==> config.mk <==
export PLATFORM = sky130hd
export DESIGN_NAME = fu_logic_pipe
export DESIGN_NICKNAME = d
export VERILOG_FILES = /design/src/rtl/Purple_Jade_pkg.sv /design/src/rtl/fu_logic_alu.sv /design/src/rtl/fu_logic_pipe.sv
export SDC_FILE = /design/constraint.sdc
export NUM_CORES = 1
export LEC_CHECK = 0
export CORE_ASPECT_RATIO = 2
export CORE_MARGIN = 2
export CORE_UTILIZATION = 35
export DETAILED_ROUTE_END_ITERATION = 10
export SLEW_MARGIN = 20
export SYNTH_ARGS = -nofsm -noshare
export SYNTH_HDL_FRONTEND = slang
export SYNTH_SLANG_ARGS = --single-unit
==> constraint.sdc <==
create_clock -name clk_i -period 9.6 [get_ports clk_i]
set_input_delay 1.92 -clock clk_i [delete_from_list [all_inputs] [get_ports clk_i]]
set_output_delay 1.92 -clock clk_i [all_outputs]
set_load 0.05 [all_outputs]
==> src/rtl/Purple_Jade_pkg.sv <==
// Shared execute-stage types: opcodes, flag layout and the ROB/register writeback buses.
package Purple_Jade_pkg;

  localparam int unsigned WORD_SIZE_P  = 32;
  localparam int unsigned ROB_ENTRY    = 16;
  localparam int unsigned NUM_PHYS_REG = 64;

  localparam int unsigned ROB_TAG_W = $clog2(ROB_ENTRY);
  localparam int unsigned PREG_W    = $clog2(NUM_PHYS_REG);

  // Opcode space is wider than the eight logic ops so illegal encodings exist.
  localparam int unsigned WIDTH_OP = 4;
  localparam logic [WIDTH_OP-1:0] OP_AND  = 4'd0;
  localparam logic [WIDTH_OP-1:0] OP_XOR  = 4'd1;
  localparam logic [WIDTH_OP-1:0] OP_OR   = 4'd2;
  localparam logic [WIDTH_OP-1:0] OP_NEG  = 4'd3;
  localparam logic [WIDTH_OP-1:0] OP_LSLS = 4'd4;
  localparam logic [WIDTH_OP-1:0] OP_LSRS = 4'd5;
  localparam logic [WIDTH_OP-1:0] OP_ASRS = 4'd6;
  localparam logic [WIDTH_OP-1:0] OP_RORS = 4'd7;

  // Flags are packed {N,Z,C,V}, N in the MSB.
  localparam int unsigned NUM_FLAGS = 4;
  localparam int unsigned FLAG_N    = 3;
  localparam int unsigned FLAG_Z    = 2;
  localparam int unsigned FLAG_C    = 1;
  localparam int unsigned FLAG_V    = 0;

  typedef struct packed {
    logic                   valid;
    logic [PREG_W-1:0]      dest;
    logic [WORD_SIZE_P-1:0] result;
    logic [NUM_FLAGS-1:0]   flags;
  } cdb_t;

  typedef struct packed {
    logic [ROB_TAG_W-1:0] rob_dest;
    cdb_t                 cdb;
  } rob_wb_t;

  typedef struct packed {
    logic w_v;
    cdb_t cdb;
  } reg_wb_t;

  localparam int unsigned ROB_WB_WIDTH = $bits(rob_wb_t);
  localparam int unsigned REG_WB_WIDTH = $bits(reg_wb_t);

  // Stage payload width; units narrower than this zero-extend their result.
  localparam int unsigned FU_WIDTH = WORD_SIZE_P;

  typedef struct packed {
    logic [ROB_TAG_W-1:0] rob_dest;
    logic [PREG_W-1:0]    dest;
    logic [FU_WIDTH-1:0]  result;
    logic [NUM_FLAGS-1:0] flags;
  } fu_stage_t;

  function automatic logic is_legal_logic_op(input logic [WIDTH_OP-1:0] op);
    return op <= OP_RORS;
  endfunction

endpackage

==> src/rtl/fu_logic_alu.sv <==
// Combinational logic/shift datapath producing the result and {N,Z,C,V} flags.
module fu_logic_alu
  import Purple_Jade_pkg::*;
#(
  parameter int unsigned WIDTH_P = WORD_SIZE_P
) (
  input  logic [WIDTH_OP-1:0]  opcode_i,
  input  logic [WIDTH_P-1:0]   operand1_i,
  input  logic [WIDTH_P-1:0]   operand2_i,
  input  logic [NUM_FLAGS-1:0] flags_i,
  output logic [WIDTH_P-1:0]   result_o,
  output logic [NUM_FLAGS-1:0] flags_o,
  output logic                 illegal_o
);

  localparam int unsigned AmtW = $clog2(WIDTH_P) + 1;

  logic [AmtW-1:0]      amt;
  logic [2*WIDTH_P-1:0] lsl_ext;
  logic [2*WIDTH_P-1:0] lsr_ext;
  logic [2*WIDTH_P-1:0] asr_ext;
  logic [2*WIDTH_P-1:0] ror_ext;
  logic [WIDTH_P-1:0]   res;
  logic                 carry;
  logic                 is_shift;

  assign amt = operand2_i[AmtW-1:0];

  // Shifting into a double-width field leaves the last bit shifted out at the seam.
  assign lsl_ext = {{WIDTH_P{1'b0}}, operand1_i} << amt;
  assign lsr_ext = {operand1_i, {WIDTH_P{1'b0}}} >> amt;
  assign asr_ext = $signed({operand1_i, {WIDTH_P{1'b0}}}) >>> amt;
  assign ror_ext = {operand1_i, operand1_i} >> amt[AmtW-2:0];

  always_comb begin
    res       = '0;
    carry     = flags_i[FLAG_C];
    is_shift  = 1'b0;
    illegal_o = 1'b0;
    unique case (opcode_i)
      OP_AND: res = operand1_i & operand2_i;
      OP_XOR: res = operand1_i ^ operand2_i;
      OP_OR:  res = operand1_i | operand2_i;
      OP_NEG: res = -operand1_i;
      OP_LSLS: begin
        res      = lsl_ext[WIDTH_P-1:0];
        carry    = lsl_ext[WIDTH_P];
        is_shift = 1'b1;
      end
      OP_LSRS: begin
        res      = lsr_ext[2*WIDTH_P-1:WIDTH_P];
        carry    = lsr_ext[WIDTH_P-1];
        is_shift = 1'b1;
      end
      OP_ASRS: begin
        res      = asr_ext[2*WIDTH_P-1:WIDTH_P];
        carry    = asr_ext[WIDTH_P-1];
        is_shift = 1'b1;
      end
      OP_RORS: begin
        res      = ror_ext[WIDTH_P-1:0];
        carry    = ror_ext[WIDTH_P-1];
        is_shift = 1'b1;
      end
      default: illegal_o = 1'b1;
    endcase
    if (is_shift && (amt == '0)) begin
      carry = flags_i[FLAG_C];
    end
  end

  always_comb begin
    result_o = res;
    flags_o  = flags_i;
    if (!illegal_o) begin
      flags_o[FLAG_N] = res[WIDTH_P-1];
      flags_o[FLAG_Z] = (res == '0);
      flags_o[FLAG_C] = carry;
      flags_o[FLAG_V] = flags_i[FLAG_V];
    end
  end

endmodule

==> src/rtl/fu_logic_pipe.sv <==
// Pipelined logic/shift functional unit: ALU ahead of a bubble-collapsing valid/ready pipe
// feeding the ROB and register-file writeback buses.
module fu_logic_pipe
  import Purple_Jade_pkg::*;
#(
  parameter int unsigned WIDTH_P  = WORD_SIZE_P,
  parameter int unsigned STAGES_P = 2
) (
  input  logic                    clk_i,
  input  logic                    reset_i,
  input  logic                    exe_v_i,
  output logic                    ready_o,
  input  logic [WIDTH_OP-1:0]     opcode_i,
  input  logic [WIDTH_P-1:0]      operand1_i,
  input  logic [WIDTH_P-1:0]      operand2_i,
  input  logic [NUM_FLAGS-1:0]    flags_i,
  input  logic [ROB_TAG_W-1:0]    rob_dest_i,
  input  logic [PREG_W-1:0]       reg_dest_i,
  input  logic                    flush_i,
  input  logic                    out_ready_i,
  output logic                    out_v_o,
  output logic [ROB_WB_WIDTH-1:0] logic_rob_o,
  output logic [REG_WB_WIDTH-1:0] logic_reg_o
);

  localparam int unsigned Last = STAGES_P - 1;

  logic [WIDTH_P-1:0]   alu_result;
  logic [NUM_FLAGS-1:0] alu_flags;
  logic                 alu_illegal;
  fu_stage_t            issue_payload;

  logic [STAGES_P-1:0]  stage_v;
  logic [STAGES_P-1:0]  stage_load;
  fu_stage_t            stage_d [STAGES_P];

  rob_wb_t              rob_wb;
  reg_wb_t              reg_wb;

  fu_logic_alu #(
    .WIDTH_P (WIDTH_P)
  ) u_alu (
    .opcode_i   (opcode_i),
    .operand1_i (operand1_i),
    .operand2_i (operand2_i),
    .flags_i    (flags_i),
    .result_o   (alu_result),
    .flags_o    (alu_flags),
    .illegal_o  (alu_illegal)
  );

  always_comb begin
    issue_payload          = '0;
    issue_payload.rob_dest = rob_dest_i;
    issue_payload.dest     = reg_dest_i;
    issue_payload.result   = FU_WIDTH'(alu_result);
    issue_payload.flags    = alu_flags;
  end

  // Stage k is blocked only if it and every stage after it are full and the CDB stalls.
  always_comb begin
    logic blocked;
    blocked    = !out_ready_i;
    stage_load = '0;
    for (int k = int'(Last); k >= 0; k--) begin
      blocked       = blocked && stage_v[k];
      stage_load[k] = !blocked;
    end
  end

  assign ready_o = stage_load[0];

  for (genvar g = 0; g < STAGES_P; g++) begin : gen_stage
    logic      in_v;
    fu_stage_t in_d;
    logic      v_q;
    fu_stage_t d_q;

    if (g == 0) begin : gen_head
      assign in_v = exe_v_i;
      assign in_d = issue_payload;
    end else begin : gen_body
      assign in_v = stage_v[g-1];
      assign in_d = stage_d[g-1];
    end

    // Flush only kills valid bits; a same-cycle issue is dropped along with them.
    always_ff @(posedge clk_i) begin
      if (reset_i) begin
        v_q <= 1'b0;
        d_q <= '0;
      end else if (flush_i) begin
        v_q <= 1'b0;
      end else if (stage_load[g]) begin
        v_q <= in_v;
        if (in_v) begin
          d_q <= in_d;
        end
      end
    end

    assign stage_v[g] = v_q;
    assign stage_d[g] = d_q;
  end

  assign out_v_o = stage_v[Last];

  always_comb begin
    rob_wb              = '0;
    rob_wb.rob_dest     = stage_d[Last].rob_dest;
    rob_wb.cdb.valid    = out_v_o;
    rob_wb.cdb.dest     = stage_d[Last].dest;
    rob_wb.cdb.result   = stage_d[Last].result;
    rob_wb.cdb.flags    = stage_d[Last].flags;
    reg_wb              = '0;
    reg_wb.w_v          = out_v_o;
    reg_wb.cdb          = rob_wb.cdb;
  end

  assign logic_rob_o = rob_wb;
  assign logic_reg_o = reg_wb;

`ifndef SYNTHESIS
  always_ff @(posedge clk_i) begin
    if (!reset_i && !flush_i && exe_v_i && ready_o && alu_illegal) begin
      $error("fu_logic_pipe: illegal opcode %0h accepted", opcode_i);
    end
  end
`endif

endmodule
==> summary.txt <==
Critical path
  – Worst r2r src: out_v_o
  – CP startpoint kind: input pin
  – Reg-to-reg critical path endpoint: gen_stage[0].d_q[2]
  – Worst-path maximum fanout: 18
  – Cell mode on critical path: nand4_1
  – Reg2reg path depth: 9
  – Worst EP arrival: 6.85 ns
  – Element type at the critical path end: flip-flop
  – Critical Path RT: 9.90 ns
  – Crit-path max cell delay: 0.85 ns
  – Crit-path slowest cell: clkdlybuf4s50_1
  – Critical path, cell by cell: clkdlybuf4s50_1 -> inv_1 -> ha_1 -> nor3b_1 -> nand4_1 -> nor3_1 -> xnor2_1 -> a211oi_2 -> and3_1 -> nand4_1 -> nor4_1 -> a31o_1
  – R2R setup slack: 6.85 ns
  – WS Path Type: input pin to flip-flop
  – WP buf/inv: 2
  – Family with the most delay on the worst path: simple AND/OR/NAND/NOR gates

Logic synthesis
  – Syn Inst Count: 1645
  – Yosys cell types: 92
  – Post-Syn Area: 13000 um2
  – Dominant cells by area after synthesis: dfxtp_1, mux4_2, mux2i_1
  – Seq cells post-synth: 94
  – Net count after synthesis: 1799
  – Warnings, synthesis: 0
  – Post-synth top area share: 14.5%
  – Async SR Flop Fraction: 0%
  – Post-synth EDFFs: 0
  – Avg Cell Area, Syn: 7.90 um2
  – Synth area leader: dfxtp_1
  – Synth Flop Type: dfxtp_1
  – Sequential cell area fraction in the yosys report: 14.5%

Timing
  – Fmax achieved: 153 MHz
  – Relative slew slack: 17.7%
  – Final Max Tran Viols: 0
  – Setup TNS: 0 ns
  – Layout Skew: 0.00495 ns
  – Period utilisation layout: 68.2%
  – Final Setup Violations: 0
  – Final hold vios: 0
  – Final min period: 6.55 ns
  – RSZ-0062 raised after global routing: false
  – Slew of the pin with the lowest slew margin: 1.23 ns

Hold path
  – Hold Path Depth: 2
  – Hold Startpoint: gen_stage[0].d_q[13]
  – Hold endpoint: logic_reg_o[13]
  – Hold Crit Class: flip-flop to flip-flop

Die
  – Die W: 140 um
  – Die height: 276 um
  – Core area: 36500 um2
  – Initial core utilization: 35.5%
  – Row count: 99
  – Die footprint: 38800 um2
  – # IOs: 180

Run
  – Max Cap Viol: 0

Clock network
  – TritonCTS buffer count: 9
  – Clock Latency Late Sink: 0.36 ns
  – # resized after CTS: 0
  – CTS root buf: clkbuf_16
  – H-tree levels: 3
  – CTS tree: built
  – Hold buffers post-CTS: 0
  – Worst-path clk slew: 0.07 ns
  – Clock sinks: 94
  – Clk buf depth: 2
  – Post-CTS Setup Bufs: 0

Drt
  – Routed wire per std cell: 38.9 um
  – Detailed Route WL: 83.6 mm
  – Vias: 15000
  – Pre-Repair DR Iteration Count: 5
  – Routed Antenna Nets: 0
  – # DRC: 0
  – DRT iter0 DRCs: 1875
  – Via-per-instance ratio: 6.96

Placement
  – HPWL Detailed: 61.5 mm
  – Port Buffers: 179
  – GPL Wtd Cong: 1.15

GRT
  – Gr ovfl total: 0
  – Vias in the first global route: 14300
  – Pin count of the biggest net entering global routing: 96
  – GRT Resource Usage Total: 42.3%
  – First-pass GRT wire length: 115 mm
  – Initial antenna violation count: 6

Pwr
  – Leak pwr: 5.48 nW
  – Worst IR Drop VDD: 0.0981 mV
  – Pwr/cell area: 99.0 nW/um2

Status
  – Status: complete, no violations

Cells and area
  – Area Growth Syn to Fin: 15.8%
  – Register area: 1880 um2
  – Fill cells: 3774
  – Final #Nets: 1839
  – Area occupied by multi-input gates: 9730 um2
  – Final Core Density: 41.2%
  – Layout cells sized above 1: 14.4%
## report_power, final
part / switching, mW / internal [mW] / total (mW)
logic: 0.447 / 0.234 / 0.681
clock network: 0.164 / 0.232 / 0.396
registers: 0.00804 / 0.403 / 0.411
total: 0.620 / 0.869 / 1.49
## registers in the layout, indices dropped and copies added, names as in the netlist
register / cells
gen_stage.v_q: 1
logic_rob_o: 4
out_v_o: 1
gen_stage.d_q: 46
logic_reg_o: 42
## cell usage in the layout, fill, tap and decap left out, types with 6 or more instances in the layout
cell type        Yosys  final
nand2_1            204    204
clkdlybuf4s50_1      0    171
nor2_1             122    120
a21oi_1            106    106
dfxtp_1             94     94
mux2i_1             88     88
mux4_2              75     75
ha_1                67     67
buf_4               50     66
inv_1               67     65
o22ai_1             65     65
nor3_1              49     49
o21ai_0             44     43
mux2_2              39     39
nand3_1             36     36
a211oi_1            36     35
nor4_1              24     24
xnor2_1             23     23
o211ai_1            19     19
nand4_1             15     15
nand2b_1            14     13
a22oi_1             13     13
mux2_1              12     12
and2_1              11     11
a31oi_1             11     11
nor2b_1             11     10
o31ai_1             10     10
or4_1                9      9
clkbuf_16            0      9
o221ai_1             8      8
o2111ai_1            8      8
o22a_1               8      8
o21ai_1              7      7
o32ai_1              7      7
a22o_1               7      7
and3_1               7      7
or2_2                6      6
nor3b_1              7      6
or3_1                6      6
a221oi_1             6      6
## kinds of logic after synthesis
kind of cell	synth area share, %
mux	25.3
simple gates	20.1
flops	14.5
xor+xnor	1.55
fa+ha+maj	6.45
compound gates	21.3
buf+inv	10.9
## synthesized netlist by cell type (8+ instances only)
master / n
mux2_2: 39
a22oi_1: 13
mux2_1: 12
nand3_1: 36
inv_1: 67
o211ai_1: 19
nor2_1: 122
mux2i_1: 88
o221ai_1: 8
nand2b_1: 14
a31oi_1: 11
a211oi_1: 36
nor2b_1: 11
dfxtp_1: 94
nand4_1: 15
buf_4: 50
o21ai_0: 44
nor3_1: 49
a21oi_1: 106
xnor2_1: 23
nand2_1: 204
buf_1: 10
mux4_2: 75
o31ai_1: 10
or4_1: 9
clkbuf_1: 103
o22a_1: 8
and2_1: 11
buf_2: 41
buf_6: 10
ha_1: 67
o2111ai_1: 8
o22ai_1: 65
nor4_1: 24
## per-layer routing
metal / GRT usage (%) / routed length (um) / part of all wire, % / up-vias
met1: 44.6 / 27100 / 32 / 7252
met4: 40.5 / 10500 / 13 / 6
met2: 69.1 / 38800 / 46 / 1151
li1: - / - / - / 6148
met5: 0 / 40 / 0.048 / -
met3: 8.54 / 7130 / 8.5 / 395
## layout make-up
| class | count | share of cell area (%) |
|---|---|---|
| antenna | 3 | 0.0499 |
| clock buffer | 9 | 1.50 |
| clock inverter | 7 | 0.691 |
| inverter | 68 | 1.71 |
| multi-input combinational | 1267 | 64.7 |
| sequential | 94 | 12.5 |
| tap | 454 | 3.78 |
| timing repair buffer | 245 | 15.1 |
## stage by stage
stage	total power, mW	cells	area (um2)	setup WS (ns)	hold slack [ns]
after floorplan	0.802	1645	13000	4.71	0.432
after global placement	1.07	2127	14700	2.99	0.435
after detailed placement	1.07	2127	14700	2.91	0.443
after CTS	1.47	2143	15000	3.25	0.453
after global routing	1.52	2145	15000	2.92	0.465
final	1.49	2147	15000	3.05	0.450
## worst min-delay path, cell delays in order, from the launching register on
cell and delay [ns]:
dfxtp_1 0.31, nand2_1 0.05, a21oi_1 0.05
## worst max-delay path by stage
stage | slack (ns) | cells after the start | from | end
after global routing | 2.92 | 12 | operand1_i[0] | gen_stage[0].d_q[2]
after floorplan | 4.71 | 14 | operand2_i[2] | gen_stage[0].d_q[2]
after CTS | 3.25 | 12 | operand1_i[0] | gen_stage[0].d_q[2]
final | 3.05 | 12 | operand1_i[0] | gen_stage[0].d_q[2]
after global placement | 2.99 | 12 | operand1_i[1] | gen_stage[0].d_q[2]
after detailed placement | 2.91 | 12 | operand1_i[0] | gen_stage[0].d_q[2]
No activity file was read; power rests on OpenSTA's default activity.
